## src/rtl/f1_reaction_timer.sv

```systemverilog
`default_nettype none
// ============================================================================
// Module   : f1_reaction_timer
// Brief    : F1 start-light controller/monitor. Gates the light sequencer,
//            holds a pseudo-random all-on time and times the driver reaction.
// Revision : 1.0 - initial release
// ============================================================================
module f1_reaction_timer #(
    parameter int MIN_HOLD = 200,
    parameter int TIME_W   = 16
) (
    input  logic              clk,
    input  logic              rst,
    input  logic              en,
    input  logic              start,
    input  logic              trigger,
    input  logic [7:0]        lights_in,
    output logic              seq_en,
    output logic              seq_rst,
    output logic              lights_off,
    output logic [TIME_W-1:0] react_time,
    output logic              time_valid,
    output logic              jump_start,
    output logic              seq_err
);

    localparam logic [2:0] c_IDLE  = 3'd0;
    localparam logic [2:0] c_ARMED = 3'd1;
    localparam logic [2:0] c_HOLD  = 3'd2;
    localparam logic [2:0] c_GO    = 3'd3;
    localparam logic [2:0] c_DONE  = 3'd4;

    localparam logic [TIME_W-1:0] c_CNT_MAX = '1;

    logic [2:0]        r_state;
    logic [6:0]        r_lfsr;
    logic [7:0]        r_prev;
    logic [TIME_W-1:0] r_hold_cnt;
    logic [TIME_W-1:0] r_react_cnt;
    logic [TIME_W-1:0] r_react_time;
    logic              r_time_valid;
    logic              r_jump_start;
    logic              r_seq_rst;
    logic              r_lights_off;
    logic              r_seq_err;

    logic [2:0]        w_state_nxt;
    logic [7:0]        w_prev_nxt;
    logic [TIME_W-1:0] w_hold_nxt;
    logic [TIME_W-1:0] w_react_nxt;
    logic [TIME_W-1:0] w_react_time_nxt;
    logic [TIME_W-1:0] w_hold_load;
    logic              w_valid;
    logic              w_jump;
    logic              w_bad;
    logic              w_seq_en;

    // Wraps modulo 2^TIME_W when MIN_HOLD + LFSR does not fit the counter.
    assign w_hold_load = TIME_W'(MIN_HOLD) + TIME_W'(r_lfsr);

    always_comb begin
        w_state_nxt      = r_state;
        w_prev_nxt       = r_prev;
        w_hold_nxt       = r_hold_cnt;
        w_react_nxt      = r_react_cnt;
        w_react_time_nxt = r_react_time;
        w_valid          = 1'b0;
        w_jump           = 1'b0;
        w_bad            = 1'b0;
        w_seq_en         = 1'b0;
        case (r_state)
            c_IDLE: begin
                if (start) begin
                    w_state_nxt = c_ARMED;
                    w_prev_nxt  = 8'h00;
                end
            end
            c_ARMED: begin
                w_seq_en   = en;
                w_prev_nxt = lights_in;
                if (lights_in != r_prev && lights_in != {r_prev[6:0], 1'b1}) begin
                    w_bad = 1'b1;
                end else if (trigger) begin
                    w_jump = 1'b1;
                end else if (lights_in == 8'hFF) begin
                    w_state_nxt = c_HOLD;
                    w_hold_nxt  = w_hold_load;
                end
            end
            c_HOLD: begin
                w_seq_en = en && (r_hold_cnt == '0);
                if (lights_in != 8'hFF) begin
                    w_bad = 1'b1;
                end else if (trigger) begin
                    w_jump = 1'b1;
                end else if (en) begin
                    if (r_hold_cnt == '0) begin
                        w_state_nxt = c_GO;
                        w_react_nxt = '0;
                    end else begin
                        w_hold_nxt = r_hold_cnt - 1'b1;
                    end
                end
            end
            c_GO: begin
                if (lights_in != 8'h00) begin
                    w_bad = 1'b1;
                end else if (trigger) begin
                    // Captures the count before this cycle's tick, if any.
                    w_react_time_nxt = r_react_cnt;
                    w_valid          = 1'b1;
                    w_state_nxt      = c_DONE;
                end else if (en && r_react_cnt != c_CNT_MAX) begin
                    w_react_nxt = r_react_cnt + 1'b1;
                end
            end
            c_DONE: begin
                if (!trigger) begin
                    w_state_nxt = c_IDLE;
                end
            end
            default: begin
                w_state_nxt = c_IDLE;
            end
        endcase
        if (w_bad) begin
            w_state_nxt = c_IDLE;
        end else if (w_jump) begin
            w_state_nxt = c_DONE;
        end
    end

    always_ff @(posedge clk) begin
        if (rst) begin
            r_state      <= c_IDLE;
            r_lfsr       <= 7'h01;
            r_prev       <= 8'h00;
            r_hold_cnt   <= '0;
            r_react_cnt  <= '0;
            r_react_time <= '0;
            r_time_valid <= 1'b0;
            r_jump_start <= 1'b0;
            r_seq_rst    <= 1'b0;
            r_lights_off <= 1'b0;
            r_seq_err    <= 1'b0;
        end else begin
            r_state      <= w_state_nxt;
            r_lfsr       <= {r_lfsr[5:0], r_lfsr[6] ^ r_lfsr[5]};
            r_prev       <= w_prev_nxt;
            r_hold_cnt   <= w_hold_nxt;
            r_react_cnt  <= w_react_nxt;
            r_react_time <= w_react_time_nxt;
            r_time_valid <= w_valid;
            r_jump_start <= w_jump;
            r_seq_rst    <= w_bad | w_jump;
            r_lights_off <= (w_state_nxt == c_GO);
            r_seq_err    <= r_seq_err | w_bad;
        end
    end

    assign seq_en     = w_seq_en;
    assign seq_rst    = r_seq_rst;
    assign lights_off = r_lights_off;
    assign react_time = r_react_time;
    assign time_valid = r_time_valid;
    assign jump_start = r_jump_start;
    assign seq_err    = r_seq_err;

endmodule
`default_nettype wire

```

## config.mk

```make
export PLATFORM = sky130hd
export DESIGN_NAME = f1_reaction_timer
export DESIGN_NICKNAME = d
export VERILOG_FILES = /design/src/rtl/f1_reaction_timer.sv
export SDC_FILE = /design/constraint.sdc
export NUM_CORES = 1
export LEC_CHECK = 0
export CAP_MARGIN = 20
export CORE_MARGIN = 2
export CORE_UTILIZATION = 61
export CTS_CLUSTER_SIZE = 20
export DETAILED_ROUTE_END_ITERATION = 10
export PLACE_DENSITY = 0.84
export SYNTH_ARGS = -nofsm -noshare
export SYNTH_HDL_FRONTEND = slang
export SYNTH_SLANG_ARGS = --single-unit
```

## constraint.sdc

```tcl
create_clock -name clk -period 3.9 [get_ports clk]
set_clock_uncertainty 0.1 [all_clocks]
set_input_delay 0.39 -clock clk [delete_from_list [all_inputs] [get_ports clk]]
set_output_delay 0.39 -clock clk [all_outputs]
set_load 0.01 [all_outputs]
```

==> results of run 1 <==
stage by stage:
| step | cells | area (sq um) | setup WS (ps) | hold slack, ps |
|---|---|---|---|---|
| 2_1_floorplan | 420 | 3600 | 1580 | 338 |
| 3_3_place_gp | 508 | 3980 | 783 | 358 |
| 3_5_place_dp | 508 | 3980 | 721 | 357 |
| 4_1_cts | 524 | 4260 | 750 | 375 |
| 5_1_grt | 525 | 4270 | 640 | 384 |
| 6_report | 525 | 4270 | 722 | 369 |
power by group through the flow:
| stage | sequential, W | combinational (W) | clock [W] |
|---|---|---|---|
| CTS | 0.000743 | 0.0000928 | 0.000805 |
| finish | 0.000744 | 0.0000938 | 0.000801 |
| detailed placement | 0.000760 | 0.0000907 | 0 |
| floorplan | 0.000757 | 0.0000575 | 0 |
| global placement | 0.000760 | 0.0000891 | 0 |
| global route | 0.000745 | 0.000101 | 0.000837 |
placed cells by master, fill, tap and decap left out, types with 6 or more instances in the layout:
cell,instances
a21oi_1,35
a22oi_1,9
a31oi_1,8
and2_1,6
buf_4,6
clkbuf_8,11
clkdlybuf4s50_1,34
dfxtp_1,71
inv_1,10
mux2i_1,23
nand2_1,21
nand3_1,22
nand3b_1,8
nand4_1,11
nor2_1,50
nor2b_1,7
o21ai_0,12
o32ai_1,6
or3_1,8
or4_1,8
xnor2_1,14
xor2_1,8
registers in the layout (all words and copies together) (netlist names), 3 cells and up:
register	cells
r_prev	8
r_state	3
r_lfsr	7
r_hold_cnt	16
react_time	16
r_react_cnt	16
final timing paths:
path,startpoint,endpoint,slack (ps)
worst max-delay path,r_hold_cnt[6],seq_en,720
worst min-delay path,seq_err,seq_err,370
worst max register to register,r_state[0],r_hold_cnt[14],1100
worst min register to register,seq_err,seq_err,370
cell families (layout without fill, tap and decap cells):
group	count (synthesis)	count (layout)	share of synthesized area (%)
XOR/XNOR	22	22	5.35
AND/OR/NAND/NOR	170	170	26.1
multiplexers	23	23	6.39
buffers and inverters	34	67	4.03
flip-flops	71	71	39.4
AO/OA/AOI/OAI	95	95	17.0
adder cells (fa/ha/maj)	5	5	1.74
tightest hold or removal path: stages (launching register included):
cell	delay, ps
dfxtp_1	310
inv_1	50
a31oi_1	60
per-layer routing:
metal  global-route usage (%)  vias up
li1                         -     1593
met1                     33.3     1521
met2                     46.0      136
met3                     6.11       18
met4                     12.7        0
met5                        0        -
final cells by class:
class	count	area, sq um	area share [%]
sequential	71	1420	33.3
clock buffer	11	151	3.55
timing repair buffer	41	397	9.30
multi-input combinational	315	2040	47.9
tap	72	90.1	2.11
inverter	10	37.5	0.880
clock inverter	5	128	2.99
==> run_results.csv, run 1 <==
group,metric,value,unit
drt,first_iter_violations,258,
yosys,synth_area,3600,sq um
pwr,p_sw_share,20.7,%
layout,fillers,418,
clock_network,post_cts_resized,0,
die,core_area,5610,sq um
yosys,avgSynthCellArea,8.58,sq um
yosys,yosys_warnings,0,
yosys,synth_common_cells,"71 x dfxtp_1, 50 x nor2_1, 35 x a21oi_1, 23 x mux2i_1, 22 x nand3_1",
yosys,syn_nets,438,
critical_path,path_max_fanout,10,
layout,syn2layout_area_growth,18.4,%
timing,fmax,315,MHz
global_route,antenna_found_initial,0,
critical_path,critPathLaunchType,"flip-flop",
yosys,synth_top_area_share,39.4,%
critical_path,reg2reg_depth,6,
clock_network,clock_path_buffers,2,
drt,routedWlPerCell,15.9,um
pwr,p_int,0.00130,W
die,die_y,80.9,um
hold_path,hold_class,"reg -> reg",
pwr,peakVddDrop,0.000300,V
clock_network,numClockSinks,71,
drt,top_layer,"met4",
drt,first_pass_iters,5,
die,initial_utilization,64.3,%
die,dieArea,6540,sq um
drt,antenna_left,0,
critical_path,critPathMaxStageDelay,590,ps
pwr,pwr-share-comb,5.7,%
critical_path,crit_type,"reg -> out",
clock_network,path_clk_slew,70,ps
clock_network,cts_tree,"done",
die,num_io_pins,35,
drt,wl_met3,507,um
yosys,async_flop_share,0,%
drt,wl,8340,um
yosys,synth_edf_count,0,
placed_design,dpl.hpwl,5550,um
placed_design,io_buffers,34,
pwr,clock_power_share,48.9,%
yosys,ys_ff_latch,71,
critical_path,cp_num_buf_inv,1,
pwr,power,0.00164,W
layout,nNetsFinal,466,
clock_network,htreeDepth,3,
critical_path,path_depth,5,
timing,fin_crit_sh,81.5,%
global_route,first_global_vias,3041,
pwr,p_leak,1.64,nW
global_route,grt_usage,27.4,%
yosys,synth-seq-area-share,39.4,%
global_route,grt-ovfl-total,0,
critical_path,crit_path_top_delay_cell,"or4_4",
hold_path,holdPathStages,2,
pwr,p_sw,0.000339,W
timing,rsz0062_at_grt,"no",
timing,tns,0,ps
drt,wl_met1,3620,um
layout,utilization,76.1,%
pwr,powerDensity,384,nW/um^2
layout,num_antenna_cells,0,
clock_network,post-cts-setup-buffers,0,
critical_path,path_cells,"or4_4 > nor3_4 > nand4_4 > a21boi_0 > clkdlybuf4s50_1",
yosys,yosys-top-cells-area,"dfxtp_1 39%, mux2i_1 6.4%, nor2_1 5.2%",
yosys,synth_top_area_cell,"dfxtp_1",
timing,setup_violations,0,
status,status,"finished, final reports clean",
clock_network,clk_latency,350,ps
yosys,synthCells,420,
clock_network,cts-hold-fix-buffers,0,
drt,met2_length,4010,um
timing,tightestPinTransition,787,ps
drt,viasPerCell,6.22,
yosys,synth-main-ff-cell,"dfxtp_1",
clock_network,cts_root_buffer,"clkbuf_8",
drt,drc_errors,0,
die,rows,27,
timing,drv_slew,0,
clock_network,cts_buffers,9,
timing,period_needed,3180,ps
critical_path,crit_family,"simple AND/OR/NAND/NOR gates",
global_route,grt_max_degree,45,
layout,drive_gt1_share,7.95,%
critical_path,cp.required,3410,ps
timing,relSlewSlack,47.5,%
critical_path,end_kind,"output port",
timing,finalHoldViolations,0,
drt,num_vias,3268,
critical_path,cp.arrival,2690,ps
global_route,grt_pass1_wl,14000,um
flow_run,drv_cap,0,
placed_design,gp_congestion,0.839,
pwr,power_frac_seq,45.4,%
die,dieWidth,80.9,um
yosys,synth_cell_types,58,
yosys,synth_most_common_cell,"dfxtp_1",
(Power assumes the default switching activity.)
==> inputs of run 2 (changes only) <==
- CORE_UTILIZATION: 61 -> 57
- PLACE_DENSITY: 0.84 -> 0.8
- clock period: 3.9 -> 3.05 ns (I/O delays scaled with it)
==> run 2 against run 1 <==
  * Wire length decreased by 0.11%
  * Via count is 0.61% higher
  * Combinational power increased by 30%
  * Register-to-register slack got worse by 740 ps
  * First-iteration DRC count decreased by 14%
  * Die area up 6.7%
  * Worst setup slack worse by 600 ps
  * Utilization decreased by 5.2 points
  * Sequential cell count is the same
  * Global-route usage decreased by 2.2 points
==> run_results.csv, run 2 (synthesis results as in run 1) <==
group,metric,value,unit
die,dieWidth,83.5,um
pwr,powerDensity,423,nW/um^2
drt,num_vias,3288,
die,initial_utilization,59.8,%
flow_run,drv_cap,0,
die,core_area,6030,sq um
timing,rsz0062_at_grt,"no",
clock_network,path_clk_slew,90,ps
timing,setup_violations,0,
critical_path,crit_type,"reg -> out",
critical_path,critPathLaunchType,"flip-flop",
clock_network,cts_buffers,9,
layout,num_antenna_cells,0,
clock_network,cts_tree,"done",
critical_path,path_max_fanout,6,
drt,antenna_left,0,
timing,setup_ws,120,ps
placed_design,dpl.hpwl,5710,um
drt,wl,8340,um
layout,stdcell_count,541,
clock_network,cts_root_buffer,"clkbuf_8",
layout,nNetsFinal,479,
status,status,"finished, final reports clean",
global_route,grt_usage,25.2,%
placed_design,io_buffers,34,
drt,first_iter_violations,223,
clock_network,numClockSinks,71,
placed_design,gp_congestion,0.860,
global_route,antenna_found_initial,0,
pwr,p_leak,1.66,nW
critical_path,cp.arrival,2530,ps
layout,utilization,70.9,%
global_route,grt_pass1_wl,14600,um
clock_network,htreeDepth,3,
clock_network,clk_latency,360,ps
global_route,grt_max_degree,45,
placed_design,place_ws,115,ps
drt,routedWlPerCell,15.4,um
critical_path,cp.required,2640,ps
timing,finalHoldViolations,0,
pwr,peakVddDrop,0.000295,V
drt,viasPerCell,6.08,
global_route,grt-ovfl-total,0,
timing,fmax,341,MHz
timing,fin_crit_sh,96.1,%
hold_path,hold_class,"reg -> reg",
layout,fillers,495,
die,rows,28,
layout,layout_common_cells,"71 x dfxtp_1, 50 x nor2_1, 35 x a21oi_1",
die,die_y,83.5,um
die,dieArea,6980,sq um
drt,first_pass_iters,5,
placed_design,placed_cells,523,
layout,layout_commonest_cell,"dfxtp_1",
timing,period_needed,2930,ps
layout,syn2layout_area_growth,18.6,%
critical_path,end_kind,"output port",
timing,relSlewSlack,64.6,%
timing,tightestPinTransition,523,ps
die,num_io_pins,35,
clock_network,clock_path_buffers,2,
drt,drc_errors,0,
timing,tns,0,ps
layout,drive_gt1_share,10.3,%
global_route,first_global_vias,3135,
timing,drv_slew,0,
run 2: changes by cell type in the layout (fill, tap and decap cells not counted), sizes merged:
cell / before / now
bufinv: 4 / 1
clkbuf: 11 / 10
clkinv: 0 / 4
buf: 7 / 20
run 2: critical path, cell delays in order (launching register included):
cell and delay, ps:
dfxtp_1 360, or4_4 590, nor3_4 270, nand4_4 150
a21boi_1 210, clkdlybuf4s50_1 570
run 2: power by group:
group	switching (W)	internal (W)
Combinational	0.0000656	0.0000563
Sequential	0.0000134	0.000939
Clock	0.000359	0.000375
Total	0.000438	0.00137
run 2: metal layers:
metal	vias to the layer above	part of all wire (%)	track usage (%)
li1	1617	-	-
met1	1543	46	33.7
met2	115	47	40.7
met3	13	5.5	3.96
met4	0	1.7	10.6
met5	-	0	0
run 2: timing repair:
action                                  CTS  global route
buffers inserted                          0             2
endpoints found under the setup margin    1             1
gates resized for setup                   1             0
hold buffers                              0             0
endpoints found under the hold margin     0             0
run 2: path summary, 6_finish.rpt:
path                      start        endpoint  slack [ps]  depth (start not counted)
setup / recovery  r_hold_cnt[6]          seq_en         120                          5
hold / removal        r_lfsr[2]       r_lfsr[3]         370                          1
setup reg to reg  r_hold_cnt[6]  r_react_cnt[4]         360                          8
hold reg to reg       r_lfsr[2]       r_lfsr[3]         370                          1
run 2: through the flow:
step,cell area [sq um],hold slack (ps),power [W]
floorplan,3600,338,0.00104
global placement,4070,349,0.00109
detailed placement,4070,362,0.00109
CTS,4260,374,0.00182
global route,4270,387,0.00186
finish,4270,370,0.00181
run 2: cell type report:
type	instances	area [sq um]	share of cell area, %
clock inverters	6	61.3	1.43
repair buffers	54	490	11.5
clock buffers	10	128	2.99
inverters	10	37.5	0.878
well taps	75	93.8	2.20
flip-flops and latches	71	1420	33.3
multi-input cells	315	2040	47.8
==> inputs of run 3 (changes only) <==
- CORE_UTILIZATION: 57 -> 59
- CTS_BUF_LIST: default -> sky130_fd_sc_hd__clkbuf_8
- PLACE_DENSITY: 0.8 -> 0.82
==> run 3 against run 2 <==
  * Maximum frequency about the same
  * Utilization rose by 0.79 points
  * Critical path type unchanged
  * Clock power is 1% lower
==> run_results.csv, run 3 (synthesis results as in run 1) <==
group,metric,value,unit
status,status,"finished, final reports clean",
layout,num_antenna_cells,0,
layout,layout_commonest_cell,"dfxtp_1",
die,initial_utilization,60.9,%
timing,period_needed,2930,ps
layout,nNetsFinal,475,
clock_network,path_clk_slew,70,ps
placed_design,dpl.hpwl,5590,um
critical_path,critPathMaxStageDelay,590,ps
timing,fin_crit_sh,96.1,%
drt,first_iter_violations,274,
global_route,grt_pass1_wl,13200,um
pwr,p_int,0.00138,W
pwr,pwr-share-comb,6.9,%
layout,layout_common_cells,"71 x dfxtp_1, 50 x nor2_1, 35 x a21oi_1",
layout,syn2layout_area_growth,17.8,%
drt,viasPerCell,6.08,
timing,relSlewSlack,59.8,%
clock_network,clk_latency,340,ps
global_route,grt-busiest-layer,"met2",
critical_path,path_max_fanout,6,
clock_network,clock_path_buffers,2,
critical_path,cp.required,2640,ps
timing,tightestPinTransition,600,ps
placed_design,gp_congestion,0.920,
critical_path,end_kind,"output port",
critical_path,r2r_start,"r_hold_cnt[6]",
die,num_io_pins,35,
pwr,clock_power_share,40.3,%
placed_design,io_buffers,34,
global_route,grt_max_degree,45,
clock_network,cts_root_buffer,"clkbuf_8",
clock_network,htreeDepth,3,
layout,stdcell_count,537,
global_route,gr-usage-met3,3.70,%
critical_path,path_cells,"or4_4 > nor3_4 > nand4_4 > a21boi_1 > clkdlybuf4s50_1",
global_route,grt_usage,25.1,%
die,dieArea,6750,sq um
pwr,p_leak,1.65,nW
pwr,peakVddDrop,0.000294,V
clock_network,cts_buffers,9,
pwr,powerDensity,425,nW/um^2
drt,first_pass_iters,5,
die,rows,28,
global_route,first_global_vias,3005,
timing,finalHoldViolations,0,
placed_design,placed_cells,519,
pwr,p_sw_share,23.2,%
die,die_y,82.2,um
pwr,p_sw,0.000418,W
global_route,use_met1,32.9,%
die,dieWidth,82.2,um
critical_path,critPathLaunchType,"flip-flop",
timing,drv_slew,0,
hold_path,hold_class,"reg -> reg",
drt,wl,8050,um
drt,antenna_left,0,
timing,fmax,341,MHz
timing,setup_violations,0,
critical_path,crit_path_start,"r_hold_cnt[6]",
pwr,power_frac_seq,52.8,%
critical_path,crit_type,"reg -> out",
drt,num_vias,3263,
global_route,grt-ovfl-total,0,
clock_network,cts-hold-fix-buffers,0,
clock_network,numClockSinks,71,
hold_path,min_from,"r_lfsr[1]",
die,core_area,5920,sq um
drt,drc_errors,0,
timing,rsz0062_at_grt,"no",
global_route,gr-usage-met2,41.3,%
layout,drive_gt1_share,9.09,%
global_route,antenna_found_initial,0,
timing,tns,0,ps
flow_run,drv_cap,0,
critical_path,crit_path_top_delay_cell,"or4_4",
drt,routedWlPerCell,15.0,um
clock_network,cts_tree,"done",
critical_path,cp.arrival,2520,ps
[run 3: area by class of cell]
class                   instances  area, sq um
well taps                      75         93.8
flip-flops and latches         71         1420
fillers                       471         1670
clock buffers                  10          138
repair buffers                 50          460
clock inverters                 6         53.8
inverters                      10         37.5
multi-input cells             315         2040
[run 3: routing by layer]
metal | vias up | wire [um] | part of all wire, %
li1 | 1619 | - | -
met1 | 1533 | 3720 | 46
met2 | 95 | 3780 | 47
met3 | 16 | 407 | 5.1
met4 | 0 | 144 | 1.8
met5 | - | 0 | 0
[run 3: power groups by stage]
stage                     clock, W  combinational, W  sequential [W]
final                     0.000726          0.000124        0.000952
after global routing      0.000776          0.000136        0.000953
after CTS                 0.000738          0.000123        0.000952
after detailed placement         0          0.000122        0.000973
after global placement           0          0.000121        0.000973
after floorplan                  0         0.0000735        0.000969
[run 3: worst max-delay path: cells and delay by family (launching register included)]
family	cells	cell delay (ps)
AND/OR/NAND/NOR	3	1000
buffers and inverters	1	580
flip-flops	1	360
AO/OA/AOI/OAI	1	240
[run 3: through the flow]
step	util, %	hold WS, ps	total power [W]	area (sq um)	worst slack, ps
CTS	71.5	372	0.00181	4230	57.2
finish	71.7	370	0.00180	4250	120
global route	71.7	388	0.00186	4250	45.5
detailed placement	68.2	366	0.00109	4040	114
floorplan	-	338	0.00104	3600	760
global placement	68.2	362	0.00109	4040	205
[run 3: worst paths after layout]
kind,end,slack (ps),cells after the start
max,seq_en,120,5
min,r_lfsr[2],370,1
max reg2reg,r_react_cnt[11],320,7
min reg2reg,r_lfsr[2],370,1
[run 3: timing repair]
item / CTS / global route
gates resized for setup: 1 / 0
buffers inserted: 0 / 2
endpoints found under the setup margin: 1 / 1
gates cloned: 0 / 0
